$ cat config.mk
export PLATFORM = sky130hd
export DESIGN_NAME = ft_host_initiator
export DESIGN_NICKNAME = d
export VERILOG_FILES = /design/src/rtl/ft_host_pkg.sv /design/src/rtl/ft_strobe_edge.sv /design/src/rtl/ft_host_initiator.sv
export SDC_FILE = /design/constraint.sdc
export NUM_CORES = 1
export LEC_CHECK = 0
export CAP_MARGIN = 40
export CORE_ASPECT_RATIO = 0.9
export CORE_MARGIN = 3
export CORE_UTILIZATION = 55
export CTS_CLUSTER_SIZE = 25
export DETAILED_ROUTE_END_ITERATION = 12
export PLACE_DENSITY = 0.82
export RECOVER_POWER = 100
export SLEW_MARGIN = 40
export SYNTH_ARGS = -nofsm -noshare
export SYNTH_HDL_FRONTEND = slang
export SYNTH_SLANG_ARGS = --single-unit
$ cat constraint.sdc
create_clock -name clk_i -period 3.4 [get_ports clk_i]
set_input_delay 1.02 -clock clk_i [delete_from_list [all_inputs] [get_ports clk_i]]
set_output_delay 1.02 -clock clk_i [all_outputs]
set_load 0.02 [all_outputs]
$ cat src/rtl/ft_host_pkg.sv
// Shared constants, state encoding and packet builder for the FT2232 host-side initiator.
package ft_host_pkg;

  localparam logic [7:0] CMD_MAGIC = 8'hAA;
  localparam logic [7:0] RSP_MAGIC = 8'hAB;

  localparam int unsigned CMD_BYTES = 8;
  localparam int unsigned RSP_BYTES = 5;

  typedef enum logic [2:0] {
    IDLE,
    SEND,
    GAP,
    RECV,
    DONE
  } state_e;

  // Byte 0 sits in bits [7:0] so the packet can be shifted out LSB-first.
  function automatic logic [63:0] build_cmd(input logic        write,
                                            input logic [15:0] addr,
                                            input logic [31:0] data);
    return {data, addr, 7'b0, write, CMD_MAGIC};
  endfunction

endpackage

$ cat src/rtl/ft_strobe_edge.sv
// Registers an asynchronous strobe twice and reports a one-cycle edge pulse.
module ft_strobe_edge #(
  parameter bit FallEdge = 1'b0
) (
  input  logic clk_i,
  input  logic nreset_i,
  input  logic strobe_i,
  output logic pulse_o
);

  logic strobe_q;
  logic strobe_prev_q;

  // Both strobes idle high, so reset to 1 to avoid a false edge after reset.
  always_ff @(posedge clk_i or negedge nreset_i) begin
    if (!nreset_i) begin
      strobe_q      <= 1'b1;
      strobe_prev_q <= 1'b1;
    end else begin
      strobe_q      <= strobe_i;
      strobe_prev_q <= strobe_q;
    end
  end

  assign pulse_o = FallEdge ? (~strobe_q & strobe_prev_q) : (strobe_q & ~strobe_prev_q);

endmodule

$ cat src/rtl/ft_host_initiator.sv
// Host-side end of the FT2232 async-FIFO link: sends 8-byte command packets to host_iface
// and collects its 5-byte reply.
module ft_host_initiator
  import ft_host_pkg::*;
#(
  parameter int unsigned TIMEOUT_CYCLES = 4096,
  parameter int unsigned GAP_CYCLES     = 1
) (
  input  logic        clk_i,
  input  logic        nreset_i,
  input  logic        cmd_valid_i,
  output logic        cmd_ready_o,
  input  logic        cmd_write_i,
  input  logic [15:0] cmd_addr_i,
  input  logic [31:0] cmd_data_i,
  output logic        rsp_valid_o,
  output logic [31:0] rsp_data_o,
  output logic        rsp_err_o,
  output logic        busy_o,
  output logic        nrxf_o,
  input  logic        nrd_i,
  output logic [7:0]  d_o,
  output logic        d_oe_o,
  output logic        ntxe_o,
  input  logic        wr_i,
  input  logic [7:0]  d_i
);

  localparam int unsigned TmoW = $clog2(TIMEOUT_CYCLES);
  localparam int unsigned GapW = (GAP_CYCLES > 1) ? $clog2(GAP_CYCLES) : 1;
  localparam logic [TmoW-1:0] TmoLast = TmoW'(TIMEOUT_CYCLES - 1);
  localparam logic [GapW-1:0] GapLast = GapW'(GAP_CYCLES - 1);
  localparam logic [2:0] CmdLast = 3'(CMD_BYTES - 1);

  state_e          state_q;
  logic [63:0]     buf_q;
  logic [2:0]      idx_q;
  logic [TmoW-1:0] tmo_q;
  logic [GapW-1:0] gap_q;
  logic            err_q;
  logic [23:0]     rx_data_q;
  logic [7:0]      d_in_q;
  logic            nrxf_q;
  logic            ntxe_q;
  logic            rsp_valid_q;
  logic            rsp_err_q;
  logic [31:0]     rsp_data_q;

  logic nrd_rise;
  logic wr_fall;
  logic counting;
  logic byte_evt;
  logic tmo_abort;

  ft_strobe_edge #(
    .FallEdge(1'b0)
  ) u_nrd_edge (
    .clk_i   (clk_i),
    .nreset_i(nreset_i),
    .strobe_i(nrd_i),
    .pulse_o (nrd_rise)
  );

  ft_strobe_edge #(
    .FallEdge(1'b1)
  ) u_wr_edge (
    .clk_i   (clk_i),
    .nreset_i(nreset_i),
    .strobe_i(wr_i),
    .pulse_o (wr_fall)
  );

  // Reply byte is registered alongside wr so it lines up with the detected fall.
  always_ff @(posedge clk_i or negedge nreset_i) begin
    if (!nreset_i) begin
      d_in_q <= 8'h00;
    end else begin
      d_in_q <= d_i;
    end
  end

  // Strobes in the wrong phase are ignored so they neither advance nor refresh the timeout.
  always_comb begin
    counting  = (state_q == SEND) || (state_q == GAP) || (state_q == RECV);
    byte_evt  = ((state_q == SEND) && nrd_rise) || ((state_q == RECV) && wr_fall);
    tmo_abort = counting && !byte_evt && (tmo_q == TmoLast);
  end

  always_ff @(posedge clk_i or negedge nreset_i) begin
    if (!nreset_i) begin
      state_q     <= IDLE;
      buf_q       <= '0;
      idx_q       <= '0;
      tmo_q       <= '0;
      gap_q       <= '0;
      err_q       <= 1'b0;
      rx_data_q   <= '0;
      nrxf_q      <= 1'b1;
      ntxe_q      <= 1'b1;
      rsp_valid_q <= 1'b0;
      rsp_err_q   <= 1'b0;
      rsp_data_q  <= '0;
    end else begin
      rsp_valid_q <= 1'b0;
      if (counting) begin
        tmo_q <= byte_evt ? '0 : tmo_q + 1'b1;
      end

      if (tmo_abort) begin
        state_q     <= DONE;
        buf_q       <= '0;
        nrxf_q      <= 1'b1;
        ntxe_q      <= 1'b1;
        rsp_valid_q <= 1'b1;
        rsp_err_q   <= 1'b1;
        rsp_data_q  <= '0;
      end else begin
        unique case (state_q)
          IDLE: begin
            if (cmd_valid_i) begin
              buf_q   <= build_cmd(cmd_write_i, cmd_addr_i, cmd_data_i);
              idx_q   <= '0;
              tmo_q   <= '0;
              err_q   <= 1'b0;
              nrxf_q  <= 1'b0;
              state_q <= SEND;
            end
          end
          SEND: begin
            if (nrd_rise) begin
              // Zero-filled shift leaves the buffer (and d_o) clear after the last byte.
              buf_q  <= {8'h00, buf_q[63:8]};
              nrxf_q <= 1'b1;
              if (idx_q == CmdLast) begin
                idx_q   <= '0;
                ntxe_q  <= 1'b0;
                state_q <= RECV;
              end else begin
                idx_q   <= idx_q + 3'd1;
                gap_q   <= '0;
                state_q <= GAP;
              end
            end
          end
          GAP: begin
            if (gap_q == GapLast) begin
              nrxf_q  <= 1'b0;
              state_q <= SEND;
            end else begin
              gap_q <= gap_q + 1'b1;
            end
          end
          RECV: begin
            if (wr_fall) begin
              idx_q <= idx_q + 3'd1;
              case (idx_q)
                3'd0:    err_q <= (d_in_q != RSP_MAGIC);
                3'd1:    rx_data_q[7:0]   <= d_in_q;
                3'd2:    rx_data_q[15:8]  <= d_in_q;
                3'd3:    rx_data_q[23:16] <= d_in_q;
                default: begin
                  ntxe_q      <= 1'b1;
                  rsp_valid_q <= 1'b1;
                  rsp_err_q   <= err_q;
                  rsp_data_q  <= {d_in_q, rx_data_q};
                  state_q     <= DONE;
                end
              endcase
            end
          end
          DONE: begin
            state_q <= IDLE;
          end
          default: begin
            state_q <= IDLE;
          end
        endcase
      end
    end
  end

  assign cmd_ready_o = (state_q == IDLE);
  assign busy_o      = (state_q != IDLE);
  assign nrxf_o      = nrxf_q;
  assign ntxe_o      = ntxe_q;
  assign d_o         = buf_q[7:0];
  assign d_oe_o      = (state_q == SEND) && !nrd_i;
  assign rsp_valid_o = rsp_valid_q;
  assign rsp_err_o   = rsp_err_q;
  assign rsp_data_o  = rsp_data_q;

endmodule

Yosys cells after proc, flatten, opt, wreduce, memory -nomap -nowiden. Cells that the tools add are included.

Register bits: 156. Bits in latches: 0. RAM bits: 0. Memory bits (read-only): 0. Output and inout bits: 47. Memories kept: 0.

$add $sub $neg: 3. Multipliers: 0. Divide/modulo/power cells: 0. Order comparisons: 0. Equality and inequality tests: 21. Shifts and indexed selects: 0. Mux-type cells: 52. Bitwise logic cells: 5. Reduce and logical (&&, ||, !) cells: 33.

Operators with widths (count): 64-bit 2-to-1 mux (3); 32-bit 2-to-1 mux (4); 64-bit one-hot mux with 2 select lines (1); 12-bit 2-to-1 mux (5); 3-bit 2-to-1 mux (10); 1-bit 2-to-1 mux (23); 4-bit AND reduction (5); 5-bit AND reduction (4); 12-bit by 1-bit adder with 12-bit output, second input constant (1); 12-bit == test, second input constant (1); 3-bit by 2-bit == test with 1-bit output, second input constant (4); 3-bit != test, second input constant (4); 3-bit one-hot mux with 4 select lines (1); 3-bit nonzero test (4); 3-bit one-hot mux with 3 select lines (1); 2-bit != test, second input constant (4); 8-bit != test, second input constant (1); 2-bit nonzero test (4); 3-bit by 1-bit == test with 1-bit output, second input constant (2); 3-bit zero test (2); 3-bit by 2-bit != test with 1-bit output, second input constant (2); 1-bit one-hot mux with 2 select lines (3); 3-bit AND reduction (2); 1-bit logical AND (5); 11 further kinds (18).

Logic depth before layout (Yosys ltp).
Depth after elaboration: 9. Depth in mapped cells: 9.

Hierarchy. From an unflattened synthesis, not the netlist that was laid out.

Cells, all modules: 571. Area, all modules: 6830.3 um^2.

By module, submodules not included: ft_host_initiator (times used 1, cells an instance 565, area each 6697.7 um^2, seq. area each 3781.1 um^2); ft_strobe_edge (times used 2, cells an instance 3, area each 66.3 um^2, seq. area each 52.6 um^2).

Least setup slack after synthesis. OpenSTA, ideal clock, no wires.

Path kind: input-to-reg. From: input cmd_valid_i. To: register buf_q[16]. Library setup time: 0.086 ns. Arrival: 2.410 ns. Slack: 0.903 ns. Stages on the path: 7. Path through: or4b_2 -> buf_2 -> o21ai_0 -> buf_2 -> buf_2 -> nor2_1 -> nor3_1.

Word-level cells in the longest chain between the ends: 2.

Ends and longest elaborated chain: from (decl) (line ft_host_initiator.sv:11) `input logic cmd_valid_i,`; 3-bit by 2-bit != test with 1-bit output (no source line); 3-bit AND reduction (no source line); to (signal assigned) (line ft_host_initiator.sv:121) `buf_q <= build_cmd(cmd_write_i, cmd_addr_i, cmd_data_i);`; to (signal assigned) (line ft_host_initiator.sv:132) `buf_q <= {8'h00, buf_q[63:8]};`; to (decl) (line ft_host_initiator.sv:36) `logic [63:0] buf_q;`.

No other way between the ends. A chain may end at the register's enable or synchronous reset.

Final worst setup path.
From: register state_q[2]. To: output d_oe_o.

Word-level cells in the longest chain between the ends: 2.

Ends and longest elaborated chain: from (decl) (line ft_host_initiator.sv:35) `state_e state_q;`; from (signal assigned) (line ft_host_initiator.sv:91) `state_q <= IDLE;`; from (signal assigned) (line ft_host_initiator.sv:110) `state_q <= DONE;`; from (signal assigned) (line ft_host_initiator.sv:126) `state_q <= SEND;`; 3-bit by 1-bit == test with 1-bit output (line ft_host_initiator.sv:187) `assign d_oe_o = (state_q == SEND) && !nrd_i;`; 1-bit logical AND (line ft_host_initiator.sv:187); to (decl) (line ft_host_initiator.sv:23) `output logic d_oe_o,`.

No other way between the ends.

==> Implementation_results.wiki <==
{| class="wikitable"
! Metric !! Value
|-
| Final net count || 745
|-
| Core Region || 0.01153 mm^2
|-
| H-tree depth || 4
|-
| CP Launch Type || register
|-
| Post-Syn Area || 0.006534 mm^2
|-
| Dominant synthesized flop cell || sky130_fd_sc_hd__dfrtp_1
|-
| Top Metal Used || met4
|-
| Share of the core filled with cells || 0.7155
|-
| Antenna violations before repair || 0
|-
| FF+latch area || 0.003886 mm^2
|-
| Standard cell with the maximum stage delay on the critical path || sky130_fd_sc_hd__clkdlybuf4s50_1
|-
| Vias in the first global route || 4,959
|-
| Post-CTS setup buffer count || 0
|-
| Post-synthesis instance total || 586
|-
| EDFF count, synth || 0
|-
| Yosys Warn Count || 0
|-
| Kind of critical path || reg2out
|-
| Global-route wire length before repair || 24,790 um
|-
| Min cycle time layout || 3302 ps
|-
| Total Routed Length || 15,280 um
|-
| Dominant cells by area after synthesis || sky130_fd_sc_hd__dfrtp_1 57%, sky130_fd_sc_hd__mux2i_1 5.4%, sky130_fd_sc_hd__nor2_1 5.0%, sky130_fd_sc_hd__mux2_2 4.1%, sky130_fd_sc_hd__o22ai_1 4.1%
|-
| #FFs+latches synth || 155
|-
| Achievable Freq || 0.3028 GHz
|-
| Worst-case clock skew || 19.70 ps
|-
| Number of hold-repair buffers added at the cts stage || 0
|-
| Clock root cell || sky130_fd_sc_hd__clkbuf_16
|-
| Final-layout worst hold slack || 374.5 ps
|-
| Deepest clock path buffer count || 2
|-
| Ys async rst share || 1.000
|-
| Clock Sinks || 155
|-
| Area taken by multi-input logic gates || 0.002391 mm^2
|-
| Slew Limit Fails || 45
|-
| Die Outline Area || 0.01323 mm^2
|-
| Largest area contributor in the netlist || sky130_fd_sc_hd__dfrtp_1
|-
| Delay of the slowest cell on the worst path || 640 ps
|-
| Post-place setup slack || 144.2 ps
|-
| Number of failing setup endpoints in the final timing report || 0
|-
| IR drop worst, VDD || 652.9 uV
|-
| Commonest non-fill, non-tap cell in the layout || sky130_fd_sc_hd__dfrtp_1
|-
| Violated checks || capacitance limit, slew limit
|-
| Period utilisation layout || 0.9712
|-
| TritonRoute pass-1 iters || 5
|-
| Cells along the critical path || or3b_2, nor2_1, clkdlybuf4s50_1
|-
| Area share of and/or/nand/nor cells after synthesis || 0.1555
|-
| Largest driver fanout on the critical path || 10
|-
| Number of inserted filler cells in the final layout || 758
|-
| Global-route congestion overflow total || 0
|-
| Height of the die || 109.4 um
|-
| Area share of fa/ha/maj cells after synthesis || 0.01340
|-
| Met1 wire length || 6421 um
|-
| First DRT Iteration DRCs || 491
|-
| Placer congestion estimate || 0.8400
|-
| Number of buffers and inverters on the critical path || 1
|-
| Met3 routed wirelength || 876 um
|-
| Initial standard-cell utilization of the core || 0.5668
|-
| Mux contribution to synthesized area || 0.09498
|-
| Number of resized instances in the post-cts repair step || 0
|-
| TritonCTS clock tree || yes
|-
| Setup TNS after final layout || 0 ps
|-
| Area fraction of the dominant cell type after synthesis || 0.5707
|-
| Total number of vias || 4,900
|-
| Status || complete, but fails checks
|-
| Cell variety after synth || 51
|-
| Proportion of layout cells with a drive suffix above 1 || 0.1161
|-
| Type of element capturing the critical path || primary output
|-
| IO buf count || 108
|-
| Max-Cap Viols || 1
|-
| Clock Pin Slew Worst Setup and Hold Paths || 60 ps
|-
| Pleak || 3.902 nW
|-
| Clock latency on the worst-skew pair || 420 ps
|-
| Dominant combinational cell family by area after synthesis || simple AND/OR/NAND/NOR gates
|-
| Post-DP HPWL || 10,030 um
|-
| PD cells || 845.2 mW/mm^2
|-
| Count of inserted antenna diode cells || 0
|-
| Number of cell rows || 37
|-
| Number of nets with antenna violations after detailed routing || 0
|-
| I/O pin cnt || 109
|-
| Commonest non-fill, non-tap cells in the layout || 149 x sky130_fd_sc_hd__dfrtp_1, 87 x sky130_fd_sc_hd__nor2_1, 56 x sky130_fd_sc_hd__dlygate4sd3_1, 51 x sky130_fd_sc_hd__clkdlybuf4s50_1, 50 x sky130_fd_sc_hd__nor3_1
|-
| Die outline width || 120.9 um
|-
| Area growth syn-to-layout || 26.24%
|-
| Area fraction in compound gates after synthesis || 0.08981
|-
| Worst min-delay path class || reg2reg
|-
| TritonCTS buffer count || 17
|-
| Largest net degree at the start of global routing || 59
|-
| Actual slew at the worst max-slew pin || 2161 ps
|-
| Post-synthesis share of cell area spent on xor and xnor gates || 0.009383
|-
| Arrival time worst endpoint || 2280 ps
|-
| Overall fraction of global-route tracks in use || 0.2389
|-
| Post-synthesis area per instance || 11.15 um^2
|-
| Final count of hold timing violations || 0
|-
| Largest delay contributor family on the critical path || simple AND/OR/NAND/NOR gates
|-
| Mapped Nets || 655
|-
| Data required, critical path || 2380 ps
|-
| Sequential cell area fraction in the yosys report || 0.5948
|-
| Detailed-route DRC error count || 0
|-
| Mean number of vias per cell || 5.799
|-
| Setup slack of the critical path after layout || 97.88 ps
|-
| Wire length on met2 || 7799 um
|-
| Rel. slew slack || -0.4406
|-
| Average routed wire per standard cell || 18.08 um
|-
| Unrepaired setup endpoints after global routing || no
|}
## worst reg2reg max path, cell delays in order, from the launching register on
cell and delay (ps):
sky130_fd_sc_hd__dfrtp_1 510, sky130_fd_sc_hd__and3b_1 310, sky130_fd_sc_hd__a22o_1 390, sky130_fd_sc_hd__nor4_1 450, sky130_fd_sc_hd__clkbuf_2 940, sky130_fd_sc_hd__o21ai_0 270
## synth_stat cells (2+ instances only)
| cell | number |
|---|---|
| sky130_fd_sc_hd__mux2_2 | 24 |
| sky130_fd_sc_hd__nand4_1 | 6 |
| sky130_fd_sc_hd__buf_2 | 10 |
| sky130_fd_sc_hd__o22ai_1 | 43 |
| sky130_fd_sc_hd__nor3_1 | 50 |
| sky130_fd_sc_hd__nand2_1 | 26 |
| sky130_fd_sc_hd__or3_1 | 2 |
| sky130_fd_sc_hd__a32o_1 | 8 |
| sky130_fd_sc_hd__mux2i_1 | 35 |
| sky130_fd_sc_hd__o31ai_1 | 3 |
| sky130_fd_sc_hd__dfrtp_1 | 149 |
| sky130_fd_sc_hd__nor2b_1 | 4 |
| sky130_fd_sc_hd__nor2_1 | 87 |
| sky130_fd_sc_hd__nand2b_1 | 2 |
| sky130_fd_sc_hd__nand3_1 | 23 |
| sky130_fd_sc_hd__buf_6 | 3 |
| sky130_fd_sc_hd__clkbuf_1 | 25 |
| sky130_fd_sc_hd__xor2_1 | 6 |
| sky130_fd_sc_hd__buf_4 | 9 |
| sky130_fd_sc_hd__dfstp_2 | 6 |
| sky130_fd_sc_hd__o21bai_1 | 2 |
| sky130_fd_sc_hd__ha_1 | 7 |
| sky130_fd_sc_hd__o21ai_0 | 6 |
| sky130_fd_sc_hd__inv_1 | 7 |
| sky130_fd_sc_hd__nor3b_2 | 2 |
| sky130_fd_sc_hd__a21oi_1 | 16 |
## final cells by class
class,count,share of cell area
sequential,155,0.4712
tap,156,0.02367
clock inverter,13,0.01305
multi-input combinational,376,0.2899
timing repair buffer,119,0.1441
inverter,7,0.003186
clock buffer,19,0.05492
## report_power, final
group	switching [W]	total [W]	internal, W
clock network	0.000775	0.00176	0.000989
registers	0.000427	0.00297	0.00254
logic	0.00124	0.00224	0.00100
total	0.00244	0.00697	0.00453
## metal layers
metal	track usage	up-vias
li1	-	2266
met1	0.3187	2463
met2	0.3955	158
met3	0.05607	13
met4	0.06958	0
met5	0	-
## stage by stage
stage	instances	total power, W	instance area, um^2
final	845	0.006971	8248
after global routing	845	0.007379	8248
after detailed placement	813	0.005297	7734
after global placement	813	0.005156	7726
after CTS	845	0.007106	8294
after floorplan	586	0.004417	6534
## kinds of logic after synthesis
| family | count (synthesis) |
|---|---|
| simple gates | 214 |
| flops | 155 |
| compound gates | 89 |
| mux | 59 |
| buf+inv | 55 |
| xor+xnor | 7 |
| fa+ha+maj | 7 |
## final timing paths
kind / start / slack (ps) / endpoint / cells after the start
max reg2reg: state_q[2]$_DFFE_PN0P_ / 370 / state_q[1]$_DFFE_PN0P_ / 5
min reg2reg: u_wr_edge.strobe_q$_DFF_PN1_ / 370 / u_wr_edge.strobe_prev_q$_DFF_PN1_ / 0
min: u_wr_edge.strobe_q$_DFF_PN1_ / 370 / u_wr_edge.strobe_prev_q$_DFF_PN1_ / 0
max: state_q[2]$_DFFE_PN0P_ / 100 / d_oe_o / 3
max in group asynchronous: nreset_i / 760 / state_q[0]$_DFFE_PN0P_ / 1
min in group asynchronous: nreset_i / 1380 / rx_data_q[17]$_DFFE_PN0P_ / 1
## registers in the layout, indices dropped and copies added (netlist names), 3 cells and up
| register | cells |
|---|---|
| state_q | 3 |
| rx_data_q | 24 |
| tmo_q | 12 |
| d_in_q | 8 |
| buf_q | 64 |
| idx_q | 3 |
| rsp_data_o | 32 |
Power figures use the tool's default switching activity.
